[src/rtl/router_out_arbiter_if.sv]
// router_out_arbiter_if
//   Bundles the three FIFO read ports and the downstream byte stream of the
//   router output arbiter.
//   master : arbiter side (drives pops, flushes and the output stream)
//   slave  : FIFO / sink side
//   FIFO ports : empty_x, dout_x (in to master); read_enb_x, soft_reset_x (out)
//   Stream     : out_data, out_valid, out_sop, out_eop, out_port, out_abort,
//                parity_err, busy (out of master); out_ready (in to master)
interface router_out_arbiter_if;
  logic       empty_0, empty_1, empty_2;
  logic [7:0] dout_0, dout_1, dout_2;
  logic       read_enb_0, read_enb_1, read_enb_2;
  logic       soft_reset_0, soft_reset_1, soft_reset_2;
  logic [7:0] out_data;
  logic       out_valid, out_ready, out_sop, out_eop;
  logic [1:0] out_port;
  logic       out_abort, parity_err, busy;

  modport master (
    input  empty_0, empty_1, empty_2, dout_0, dout_1, dout_2, out_ready,
    output read_enb_0, read_enb_1, read_enb_2,
           soft_reset_0, soft_reset_1, soft_reset_2,
           out_data, out_valid, out_sop, out_eop, out_port,
           out_abort, parity_err, busy
  );

  modport slave (
    output empty_0, empty_1, empty_2, dout_0, dout_1, dout_2, out_ready,
    input  read_enb_0, read_enb_1, read_enb_2,
           soft_reset_0, soft_reset_1, soft_reset_2,
           out_data, out_valid, out_sop, out_eop, out_port,
           out_abort, parity_err, busy
  );
endinterface

[src/rtl/router_out_arbiter.sv]
// router_out_arbiter
//   Output-side scheduler of the 1x3 router. Grants one of three FIFOs per
//   whole packet in round-robin order, reads the header to learn the payload
//   length and drains header + payload + parity through a 2-entry skid buffer.
//   A packet whose FIFO stays empty for TIMEOUT_CYCLES mid-packet is aborted
//   by pulsing that FIFO's soft reset.
//   Ports : clk, reset (async, active high), bus (router_out_arbiter_if.master)
//   Option: define ROUTER_OUT_ARB_PARITY_CHECK_EN to check the parity byte
//           against a running XOR of header + payload (parity_err pulse).
module router_out_arbiter #(
  parameter int TIMEOUT_CYCLES = 30,
  parameter int TO_W           = 6
) (
  input  logic                 clk,
  input  logic                 reset,
  router_out_arbiter_if.master bus
);
  localparam int NUM_PORTS = 3;

  typedef enum logic [2:0] {IDLE, HDR, LEN, BODY, DONE, ABORT} state_t;

  typedef struct packed {
    logic [7:0] data;
    logic       sop;
    logic       eop;
    logic [1:0] port;
  } ent_t;

  function automatic logic [1:0] inc3(input logic [1:0] p);
    return (p == 2'd2) ? 2'd0 : p + 2'd1;
  endfunction

  logic [NUM_PORTS-1:0]      empty_v, rd_v, sr_v;
  logic [NUM_PORTS-1:0][7:0] dout_v;

  assign empty_v = {bus.empty_2, bus.empty_1, bus.empty_0};
  assign dout_v  = {bus.dout_2, bus.dout_1, bus.dout_0};

  state_t          state, state_nx;
  logic [1:0]      grant, grant_nx, rr_ptr, p1, p2;
  logic            any_req;
  logic [6:0]      bytes_left, bl_eff;
  logic [TO_W-1:0] stall_cnt;
  logic            to_hit;
  logic            inflight, infl_sop, infl_eop;
  ent_t            buf_q [2];
  logic            wr_ptr, rd_ptr;
  logic [1:0]      cnt;
  ent_t            head;
  logic            out_valid, push, pop, rd, space_ok, src_empty, eop_xfer;
  logic            reading, abort_o;
  logic [7:0]      src_data;

  assign src_empty = empty_v[grant];
  assign src_data  = dout_v[grant];
  assign to_hit    = (stall_cnt == TO_W'(TIMEOUT_CYCLES));

  // Round-robin search rr_ptr, rr_ptr+1, rr_ptr+2 (mod 3)
  always_comb begin
    p1      = inc3(rr_ptr);
    p2      = inc3(p1);
    any_req = ~&empty_v;
    if (!empty_v[rr_ptr])  grant_nx = rr_ptr;
    else if (!empty_v[p1]) grant_nx = p1;
    else                   grant_nx = p2;
  end

  // Bytes still to read: HDR needs just the header; in LEN the header is on
  // dout right now, so its length is used directly to keep reads back-to-back.
  always_comb begin
    case (state)
      HDR:     bl_eff = 7'd1;
      LEN:     bl_eff = {1'b0, src_data[7:2]} + 7'd1;
      default: bl_eff = bytes_left;
    endcase
  end

  // Occupancy credit counts the head leaving this cycle, otherwise a full
  // pipeline (1 buffered + 1 in flight) would stall every other cycle.
  assign space_ok = ({1'b0, cnt} + {2'b0, inflight}) < (3'd2 + {2'b0, pop});
  assign reading  = (state == HDR) || (state == LEN) || (state == BODY);
  assign rd       = reading && !src_empty && (bl_eff != 7'd0) && space_ok && !to_hit;

  // FSM: state register
  always_ff @(posedge clk or posedge reset) begin
    if (reset) state <= IDLE;
    else       state <= state_nx;
  end

  // FSM: next state
  always_comb begin
    state_nx = state;
    case (state)
      IDLE:  if (any_req) state_nx = HDR;
      HDR:   if (rd) state_nx = LEN;
      LEN:   state_nx = BODY;
      BODY: begin
        if (bytes_left == 7'd0) state_nx = DONE;
        else if (to_hit)        state_nx = ABORT;
      end
      DONE:  if (eop_xfer) state_nx = IDLE;
      ABORT: state_nx = IDLE;
      default: state_nx = IDLE;
    endcase
  end

  // FSM: outputs
  always_comb begin
    rd_v    = '0;
    sr_v    = '0;
    abort_o = 1'b0;
    if (rd) rd_v[grant] = 1'b1;
    if (state == ABORT) begin
      sr_v[grant] = 1'b1;
      abort_o     = 1'b1;
    end
  end

  // Grant, pointer, length and stall bookkeeping
  always_ff @(posedge clk or posedge reset) begin
    if (reset) begin
      grant      <= 2'd0;
      rr_ptr     <= 2'd0;
      bytes_left <= 7'd0;
      stall_cnt  <= '0;
      inflight   <= 1'b0;
      infl_sop   <= 1'b0;
      infl_eop   <= 1'b0;
    end else begin
      if (state == IDLE && any_req) grant <= grant_nx;
      if ((state == DONE && eop_xfer) || state == ABORT) rr_ptr <= inc3(grant);
      if (state == LEN)             bytes_left <= bl_eff - {6'd0, rd};
      else if (state == BODY && rd) bytes_left <= bytes_left - 7'd1;
      if (state != BODY || rd)
        stall_cnt <= '0;
      else if (src_empty && bytes_left != 7'd0 && !to_hit)
        stall_cnt <= stall_cnt + 1'b1;
      inflight <= rd;
      infl_sop <= rd && (state == HDR);
      infl_eop <= rd && (state != HDR) && (bl_eff == 7'd1);
    end
  end

  // 2-entry skid buffer; the byte read last cycle is on dout now
  assign push      = inflight;
  assign head      = buf_q[rd_ptr];
  assign out_valid = (cnt != 2'd0);
  assign pop       = out_valid && bus.out_ready;
  assign eop_xfer  = pop && head.eop;

  always_ff @(posedge clk or posedge reset) begin
    if (reset) begin
      wr_ptr <= 1'b0;
      rd_ptr <= 1'b0;
      cnt    <= 2'd0;
      for (int i = 0; i < 2; i++) buf_q[i] <= '0;
    end else begin
      if (push) begin
        buf_q[wr_ptr] <= ent_t'{data: src_data, sop: infl_sop, eop: infl_eop, port: grant};
        wr_ptr        <= ~wr_ptr;
      end
      if (pop) rd_ptr <= ~rd_ptr;
      case ({push, pop})
        2'b10:   cnt <= cnt + 2'd1;
        2'b01:   cnt <= cnt - 2'd1;
        default: cnt <= cnt;
      endcase
    end
  end

`ifdef ROUTER_OUT_ARB_PARITY_CHECK_EN
  // Running XOR restarts on each header; the parity byte itself is excluded.
  // The next packet cannot enter before the eop leaves, so xor_q is stable
  // when the parity byte is compared.
  logic [7:0] xor_q;
  always_ff @(posedge clk or posedge reset) begin
    if (reset)                   xor_q <= 8'h00;
    else if (push && !infl_eop)  xor_q <= infl_sop ? src_data : (xor_q ^ src_data);
  end
  assign bus.parity_err = eop_xfer && (head.data != xor_q);
`else
  assign bus.parity_err = 1'b0;
`endif

  assign bus.read_enb_0   = rd_v[0];
  assign bus.read_enb_1   = rd_v[1];
  assign bus.read_enb_2   = rd_v[2];
  assign bus.soft_reset_0 = sr_v[0];
  assign bus.soft_reset_1 = sr_v[1];
  assign bus.soft_reset_2 = sr_v[2];
  assign bus.out_valid    = out_valid;
  assign bus.out_data     = out_valid ? head.data : 8'h00;
  assign bus.out_sop      = out_valid && head.sop;
  assign bus.out_eop      = out_valid && head.eop;
  assign bus.out_port     = abort_o ? grant : (out_valid ? head.port : 2'd0);
  assign bus.out_abort    = abort_o;
  assign bus.busy         = (state != IDLE) || out_valid;
endmodule

[src/flat_wrapper.sv]
// flat-port wrapper written by rule: the top's interface ports become plain ports
module router_out_arbiter_flat 
#(
  parameter int TIMEOUT_CYCLES = 30,
  parameter int TO_W           = 6
)
  (clk, reset, bus_empty_0, bus_empty_1, bus_empty_2, bus_dout_0, bus_dout_1, bus_dout_2, bus_out_ready, bus_read_enb_0, bus_read_enb_1, bus_read_enb_2, bus_soft_reset_0, bus_soft_reset_1, bus_soft_reset_2, bus_out_data, bus_out_valid, bus_out_sop, bus_out_eop, bus_out_port, bus_out_abort, bus_parity_err, bus_busy);
  router_out_arbiter_if bus_i ();
  input  logic clk;
  input  logic reset;
  input wire logic [$bits(bus_i.empty_0)-1:0] bus_empty_0;
  input wire logic [$bits(bus_i.empty_1)-1:0] bus_empty_1;
  input wire logic [$bits(bus_i.empty_2)-1:0] bus_empty_2;
  input wire logic [$bits(bus_i.dout_0)-1:0] bus_dout_0;
  input wire logic [$bits(bus_i.dout_1)-1:0] bus_dout_1;
  input wire logic [$bits(bus_i.dout_2)-1:0] bus_dout_2;
  input wire logic [$bits(bus_i.out_ready)-1:0] bus_out_ready;
  output wire logic [$bits(bus_i.read_enb_0)-1:0] bus_read_enb_0;
  output wire logic [$bits(bus_i.read_enb_1)-1:0] bus_read_enb_1;
  output wire logic [$bits(bus_i.read_enb_2)-1:0] bus_read_enb_2;
  output wire logic [$bits(bus_i.soft_reset_0)-1:0] bus_soft_reset_0;
  output wire logic [$bits(bus_i.soft_reset_1)-1:0] bus_soft_reset_1;
  output wire logic [$bits(bus_i.soft_reset_2)-1:0] bus_soft_reset_2;
  output wire logic [$bits(bus_i.out_data)-1:0] bus_out_data;
  output wire logic [$bits(bus_i.out_valid)-1:0] bus_out_valid;
  output wire logic [$bits(bus_i.out_sop)-1:0] bus_out_sop;
  output wire logic [$bits(bus_i.out_eop)-1:0] bus_out_eop;
  output wire logic [$bits(bus_i.out_port)-1:0] bus_out_port;
  output wire logic [$bits(bus_i.out_abort)-1:0] bus_out_abort;
  output wire logic [$bits(bus_i.parity_err)-1:0] bus_parity_err;
  output wire logic [$bits(bus_i.busy)-1:0] bus_busy;
  assign bus_i.empty_0 = bus_empty_0;
  assign bus_i.empty_1 = bus_empty_1;
  assign bus_i.empty_2 = bus_empty_2;
  assign bus_i.dout_0 = bus_dout_0;
  assign bus_i.dout_1 = bus_dout_1;
  assign bus_i.dout_2 = bus_dout_2;
  assign bus_i.out_ready = bus_out_ready;
  assign bus_read_enb_0 = bus_i.read_enb_0;
  assign bus_read_enb_1 = bus_i.read_enb_1;
  assign bus_read_enb_2 = bus_i.read_enb_2;
  assign bus_soft_reset_0 = bus_i.soft_reset_0;
  assign bus_soft_reset_1 = bus_i.soft_reset_1;
  assign bus_soft_reset_2 = bus_i.soft_reset_2;
  assign bus_out_data = bus_i.out_data;
  assign bus_out_valid = bus_i.out_valid;
  assign bus_out_sop = bus_i.out_sop;
  assign bus_out_eop = bus_i.out_eop;
  assign bus_out_port = bus_i.out_port;
  assign bus_out_abort = bus_i.out_abort;
  assign bus_parity_err = bus_i.parity_err;
  assign bus_busy = bus_i.busy;
  router_out_arbiter #(.TIMEOUT_CYCLES(TIMEOUT_CYCLES), .TO_W(TO_W)) u_core (.clk(clk), .reset(reset), .bus(bus_i));
endmodule
[config.mk]
export PLATFORM = sky130hd
export DESIGN_NAME = router_out_arbiter_flat
export DESIGN_NICKNAME = d
export VERILOG_FILES = /design/src/rtl/router_out_arbiter_if.sv /design/src/rtl/router_out_arbiter.sv /design/src/flat_wrapper.sv
export SDC_FILE = /design/constraint.sdc
export NUM_CORES = 1
export LEC_CHECK = 0
export CORE_MARGIN = 1.5
export CORE_UTILIZATION = 58
export CTS_CLUSTER_SIZE = 24
export DETAILED_ROUTE_END_ITERATION = 16
export GPL_TIMING_DRIVEN = 0
export PLACE_DENSITY_LB_ADDON = 0.05
export SETUP_SLACK_MARGIN = 0.2
export SYNTH_ARGS = -nofsm -noshare
export SYNTH_HDL_FRONTEND = slang
export SYNTH_SLANG_ARGS = --single-unit
[constraint.sdc]
create_clock -name clk -period 9.7 [get_ports clk]
set_clock_uncertainty 0.2 [all_clocks]
set_input_delay 1.455 -clock clk [delete_from_list [all_inputs] [get_ports clk]]
set_output_delay 1.455 -clock clk [all_outputs]
set_load 0.01 [all_outputs]
==> results of run 1 <==
[power breakdown]
group | leakage (uW) | internal, uW | switching, uW
Combinational | 0.00105 | 321 | 424
Sequential | 0.000640 | 294 | 62.8
Clock | 0.0000548 | 77.7 | 74.0
Total | 0.00174 | 692 | 561
[layout make-up]
cell class	count	area (um^2)	share of cell area
sequential	51	1280	0.324
tap	70	87.6	0.0222
buffer	20	98.8	0.0251
clock buffer	5	68.8	0.0175
clock inverter	3	46.3	0.0118
multi-input combinational	265	1760	0.447
timing repair buffer	51	520	0.132
inverter	21	78.8	0.0200
[stage by stage]
stage	util	worst slack, ns	total power [uW]	instance area [um^2]
global placement	0.726	3.43	1070	3800
global route	0.752	3.25	1350	3940
finish	0.752	3.42	1250	3940
CTS	0.752	3.44	1250	3940
floorplan	-	4.63	864	3210
detailed placement	0.730	3.45	1090	3820
[per-layer routing]
layer	part of all wire	GRT usage	up-vias
li1	-	-	1388
met4	0.014	0.0818	0
met2	0.49	0.483	94
met5	0	0	-
met1	0.45	0.392	1408
met3	0.045	0.0459	13
[cell usage after synthesis (2+ instances only)]
master and instances:
dfrtp_1 51, nor2_1 41, nand2_1 39, o21ai_0 27
mux2i_1 22, inv_1 20, clkbuf_1 11, ha_1 10
a21oi_1 9, a31oi_1 9, mux2_2 9, nor3_1 9
xor2_1 9, nand3_1 7, xnor2_1 7, nand4_1 6
and3_1 4, buf_2 4, a211oi_1 3, a2bb2oi_1 3
nand3b_1 3, nor4_1 3, o22a_1 3, o22ai_1 3
o31a_1 3, a21o_1 2, a2bb2oi_2 2, buf_1 2
buf_6 2, nand2b_1 2, nor2b_1 2, nor4_2 2
o21ai_1 2
[cells by family after synthesis]
kind of cell	after synthesis	share of synthesized area
XOR/XNOR	16	0.0436
buffers and inverters	41	0.0553
multiplexers	31	0.100
AND/OR/NAND/NOR	123	0.180
other	1	0.00117
adder cells (fa/ha/maj)	10	0.0389
AO/OA/AOI/OAI	84	0.184
flip-flops	51	0.397
[registers in the layout (all words and copies together) (netlist names)]
register,flops
u_core.inflight,1
u_core.state,3
u_core.buf_q,24
u_core.infl_eop,1
u_core.stall_cnt,6
u_core.rd_ptr,1
u_core.wr_ptr,1
u_core.bytes_left,7
u_core.cnt,2
u_core.rr_ptr,2
u_core.infl_sop,1
u_core.grant,2
[worst max-delay path, cell delays in order]
cell,delay (ns)
clkdlybuf4s50_1,0.40
mux2i_1,0.14
a2bb2oi_1,0.43
inv_1,0.19
ha_1,0.32
nand2_1,0.05
o22a_1,0.18
o22a_1,0.21
o21ai_0,0.14
nor3_2,0.10
a21o_1,0.28
nor3_1,0.16
clkdlybuf4s50_1,0.57
[worst min path at each step]
stage                                      start                           end  slack (ns)  cells after the start
floorplan            u_core.buf_q[0]$_DFFE_PP0P_   u_core.buf_q[0]$_DFFE_PP0P_        0.24                      2
global placement     u_core.buf_q[7]$_DFFE_PP0P_   u_core.buf_q[7]$_DFFE_PP0P_        0.26                      2
detailed placement   u_core.buf_q[6]$_DFFE_PP0P_   u_core.buf_q[6]$_DFFE_PP0P_        0.27                      2
CTS                  u_core.buf_q[6]$_DFFE_PP0P_   u_core.buf_q[6]$_DFFE_PP0P_        0.29                      2
global route        u_core.buf_q[11]$_DFFE_PP0P_  u_core.buf_q[11]$_DFFE_PP0P_        0.32                      2
finish               u_core.buf_q[4]$_DFFE_PP0P_   u_core.buf_q[4]$_DFFE_PP0P_        0.29                      2
==> results.cfg, run 1 <==
[drt]
antenna_left = 0
vias_per_cell = 5.97
dr.pass1.iters = 4
wire_per_inst_um = 16.6
dr.first_iter.drc_count = 211
drc = 0
via_count = 2903
routed_wl_um = 8060

[outcome]
status = finished clean

[synth]
synthesis.area_um2 = 3210
synth_top_cell_by_area = dfrtp_1
synth_fp_nets = 397
syn_area_per_cell_um2 = 9.00
synthCells = 357
synth_cell_type_count = 59
synthDominantCellAreaShare = 0.397
ys_top_cells_by_area = dfrtp_1, mux2i_1, nor2_1
async_flop_share = 1.00
ys_seq_area_frac = 0.397
synth_edf_count = 0
ys_ff_latch = 51
synth_flop_cell = dfrtp_1
synth_warnings = 0

[worst_setup_path]
timing.rr.end = u_core.bytes_left[6]$_DFFE_PP0P_
crit_path_start = bus_dout_0[2]
rr_startpoint = u_core.grant[1]$_DFFE_PP0P_
crit_type = primary input to primary output
reg2reg_slack_ns = 5.74
crit_required_ns = 8.05
endpoint_kind = primary output
crit_arrival_ns = 4.63
reg2reg_depth = 15
endpoint = bus_read_enb_1
critPathLaunchType = primary input
critPathMaxFanout = 5

[cells_and_area]
final_nets = 455
final_common_cell = dfrtp_1
syn_to_final_growth_pct = 22.5
layout_common_cells = dfrtp_1, clkdlybuf4s50_1, nor2_1
drive_gt1_frac = 0.0889
antenna_cells_inserted = 0
fin_cells = 486
nFillCells = 399

[floorplanning]
die-area_um2 = 6000
dieWidth_um = 77.4
fp.coreArea_um2 = 5240
io_pins = 52
initial_core_util = 0.614
rows = 26
fp.dieH_um = 77.4

[placed_design]
dpl.hpwl_um = 6170
routabilityCongestion = 0.951
io_buffer_count = 50
post-place-cells = 478

[clocking]
h-tree-depth = 2
cts_buffers = 5
clkSinkCount = 51
cts_tree = done
postCtsSetupBuffers = 0
cts_hold_buf = 0
cts_root_buf = clkbuf_8
insertion_delay_ns = 0.31
cts_buffer_depth = 2
clk_transition_reported_paths_ns = 0.09
post_cts_resize_count = 0

[power_and_ir_drop]
leakage_uw = 0.00174
ir_drop_uv = 210
power.density_nw_per_um2 = 318

[worst_hold_path]
hp-class = flop to flop

[sta]
maxSlewViolCount = 0
max_slew_margin = 0.483
fin_crit_sh = 0.648
clock.fmax_mhz = 159
worst_pin_slew_ns = 0.776
min_period_ns = 6.28
rsz0062_at_grt = false
setup_viol = 0
hold_slack_ns = 0.289
finalSetupTns_ns = 0
hold_viol_final = 0

[global_routing]
grt_pass1_wl_um = 13700
grt_max_degree = 36
grt_overflow = 0
grt_usage = 0.290
grt_pass1_vias = 2809
antenna_found_initial = 0

[job]
max-cap-violations = 0
Power figures use the tool's default switching activity.
==> run 2, diff against run 1 <==
Settings changed: CORE_UTILIZATION 58 to 49.
Clock period 9.7 ns to 5.5 ns, I/O delays scaled along.
==> results.cfg, run 2 (synthesized netlist as in run 1, its figures left out) <==
[floorplanning]
fp.coreArea_um2 = 6350
die-area_um2 = 7050
rows = 29
io_pins = 52
dieWidth_um = 84.0
fp.dieH_um = 84.0
initial_core_util = 0.506

[clocking]
clk_transition_reported_paths_ns = 0.09
postCtsSetupBuffers = 0
cts_hold_buf = 0
clkSinkCount = 51
cts_root_buf = clkbuf_8
insertion_delay_ns = 0.31
h-tree-depth = 2
post_cts_resize_count = 0
cts_buffer_depth = 2
cts_buffers = 5
cts_tree = done

[sta]
clock.fmax_mhz = 203
fin_crit_sh = 0.894
finalSetupTns_ns = 0
setup_viol = 0
rsz0062_at_grt = false
maxSlewViolCount = 0
hold_viol_final = 0
fin_ws_ns = 0.584
max_slew_margin = 0.479
min_period_ns = 4.92
worst_pin_slew_ns = 0.782

[drt]
dr.pass1.iters = 4
vias_per_cell = 5.68
routed_wl_um = 7840
dr.first_iter.drc_count = 104
drc = 0
wire_per_inst_um = 15.9
via_count = 2800
antenna_left = 0

[power_and_ir_drop]
p_seq_frac = 0.285
p_clk_frac = 0.122
swShare = 0.443
ir_drop_uv = 326
finalPower_uw = 2190
power.density_nw_per_um2 = 555
p_comb_frac = 0.593
p_sw_uw = 971
leakage_uw = 0.00174
p_int_uw = 1220

[global_routing]
grt_overflow = 0
antenna_found_initial = 0
grt_usage = 0.236
grt_max_degree = 31
grt_pass1_wl_um = 13500
grt_pass1_vias = 2749

[worst_setup_path]
crit_arrival_ns = 3.89
endpoint_kind = primary output
reg2reg_depth = 16
reg2reg_slack_ns = 1.59
rr_startpoint = u_core.grant[1]$_DFFE_PP0P_
timing.rr.end = u_core.bytes_left[6]$_DFFE_PP0P_
critPathMaxFanout = 6
crit_required_ns = 4.47
critPathLaunchType = primary input
crit_type = primary input to primary output

[cells_and_area]
final_core_util = 0.622
final_common_cell = dfrtp_1
max_flop_register = u_core.buf_q
antenna_cells_inserted = 0
final_nets = 455
largest_register_ffs = 24
syn_to_final_growth_pct = 23.0
reg.largest.list = u_core.buf_q x24, u_core.bytes_left x7, u_core.stall_cnt x6
drive_gt1_frac = 0.0913
layout_common_cells = dfrtp_1, clkdlybuf4s50_1, nor2_1

[worst_hold_path]
hp-class = flop to flop
hp-start = u_core.buf_q[4]$_DFFE_PP0P_
hold_depth = 2
min_to = u_core.buf_q[4]$_DFFE_PP0P_

[job]
max-cap-violations = 0

[placed_design]
dpl.hpwl_um = 6040
routabilityCongestion = 0.886
preCtsSetupSlack_ns = 0.417
io_buffer_count = 50

[outcome]
status = finished clean
## run 2: cell types whose count changed in the layout (fill, tap and decap cells not counted)
| cell | delta |
|---|---|
| a2bb2oi_1 | -1 |
| a2bb2oi_2 | +1 |
## run 2: metal layers
metal	part of all wire	routed length [um]	vias up	track usage
met3	0.053	412	12	0.0415
li1	-	-	1383	-
met2	0.46	3630	76	0.372
met4	0.017	130	0	0.0700
met5	0	0	-	0
met1	0.47	3670	1329	0.335
## run 2: power groups by stage
stage | Combinational (uW) | Sequential, uW | Clock, uW
2_1_floorplan | 921 | 603 | 0
3_3_place_gp | 1270 | 628 | 0
3_5_place_dp | 1290 | 632 | 0
4_1_cts | 1300 | 625 | 275
5_1_grt | 1450 | 645 | 289
6_report | 1300 | 626 | 267
## run 2: layout make-up
class,instances,area [um^2]
timing repair buffer,51,520
fill,545,2400
multi-input combinational,265,1770
inverter,21,78.8
tap,77,96.3
buffer,20,98.8
sequential,51,1280
clock inverter,3,46.3
clock buffer,5,68.8
## run 2: through the flow
step                area, um^2  hold WS [ns]  std cells
floorplan                 3210         0.244        357
global placement          3810         0.261        484
global route              3950         0.312        493
finish                    3950         0.289        493
detailed placement        3830         0.269        485
CTS                       3950         0.290        493
## run 2: worst max path at each step
| stage | start | to | slack, ns | depth (start not counted) |
|---|---|---|---|---|
| after detailed placement | bus_dout_2[2] | bus_read_enb_0 | 0.42 | 13 |
| after global placement | bus_dout_2[2] | bus_read_enb_0 | 0.41 | 13 |
| final | bus_dout_2[2] | bus_read_enb_0 | 0.58 | 12 |
| after global routing | bus_dout_0[2] | bus_read_enb_1 | 0.39 | 13 |
| after floorplan | bus_dout_2[2] | bus_read_enb_0 | 1.69 | 11 |
| after CTS | bus_dout_2[2] | bus_read_enb_0 | 0.39 | 12 |
## run 2: critical path, stage by stage
cell and delay (ns):
clkdlybuf4s50_1 0.40, mux2i_1 0.19, a2bb2oi_2 0.30, inv_1 0.16, ha_1 0.27, o2111ai_1 0.12
o211a_1 0.29, o311ai_1 0.18, a31oi_4 0.28, a21o_1 0.29, nor3_1 0.07, clkdlybuf4s50_1 0.51
==> run 3, diff against run 2 <==
Settings changed: CTS_CLUSTER_SIZE 24 to 25.
==> results of run 3 <==
No change in the layout: final DEF, timing and power equal those of run 2.
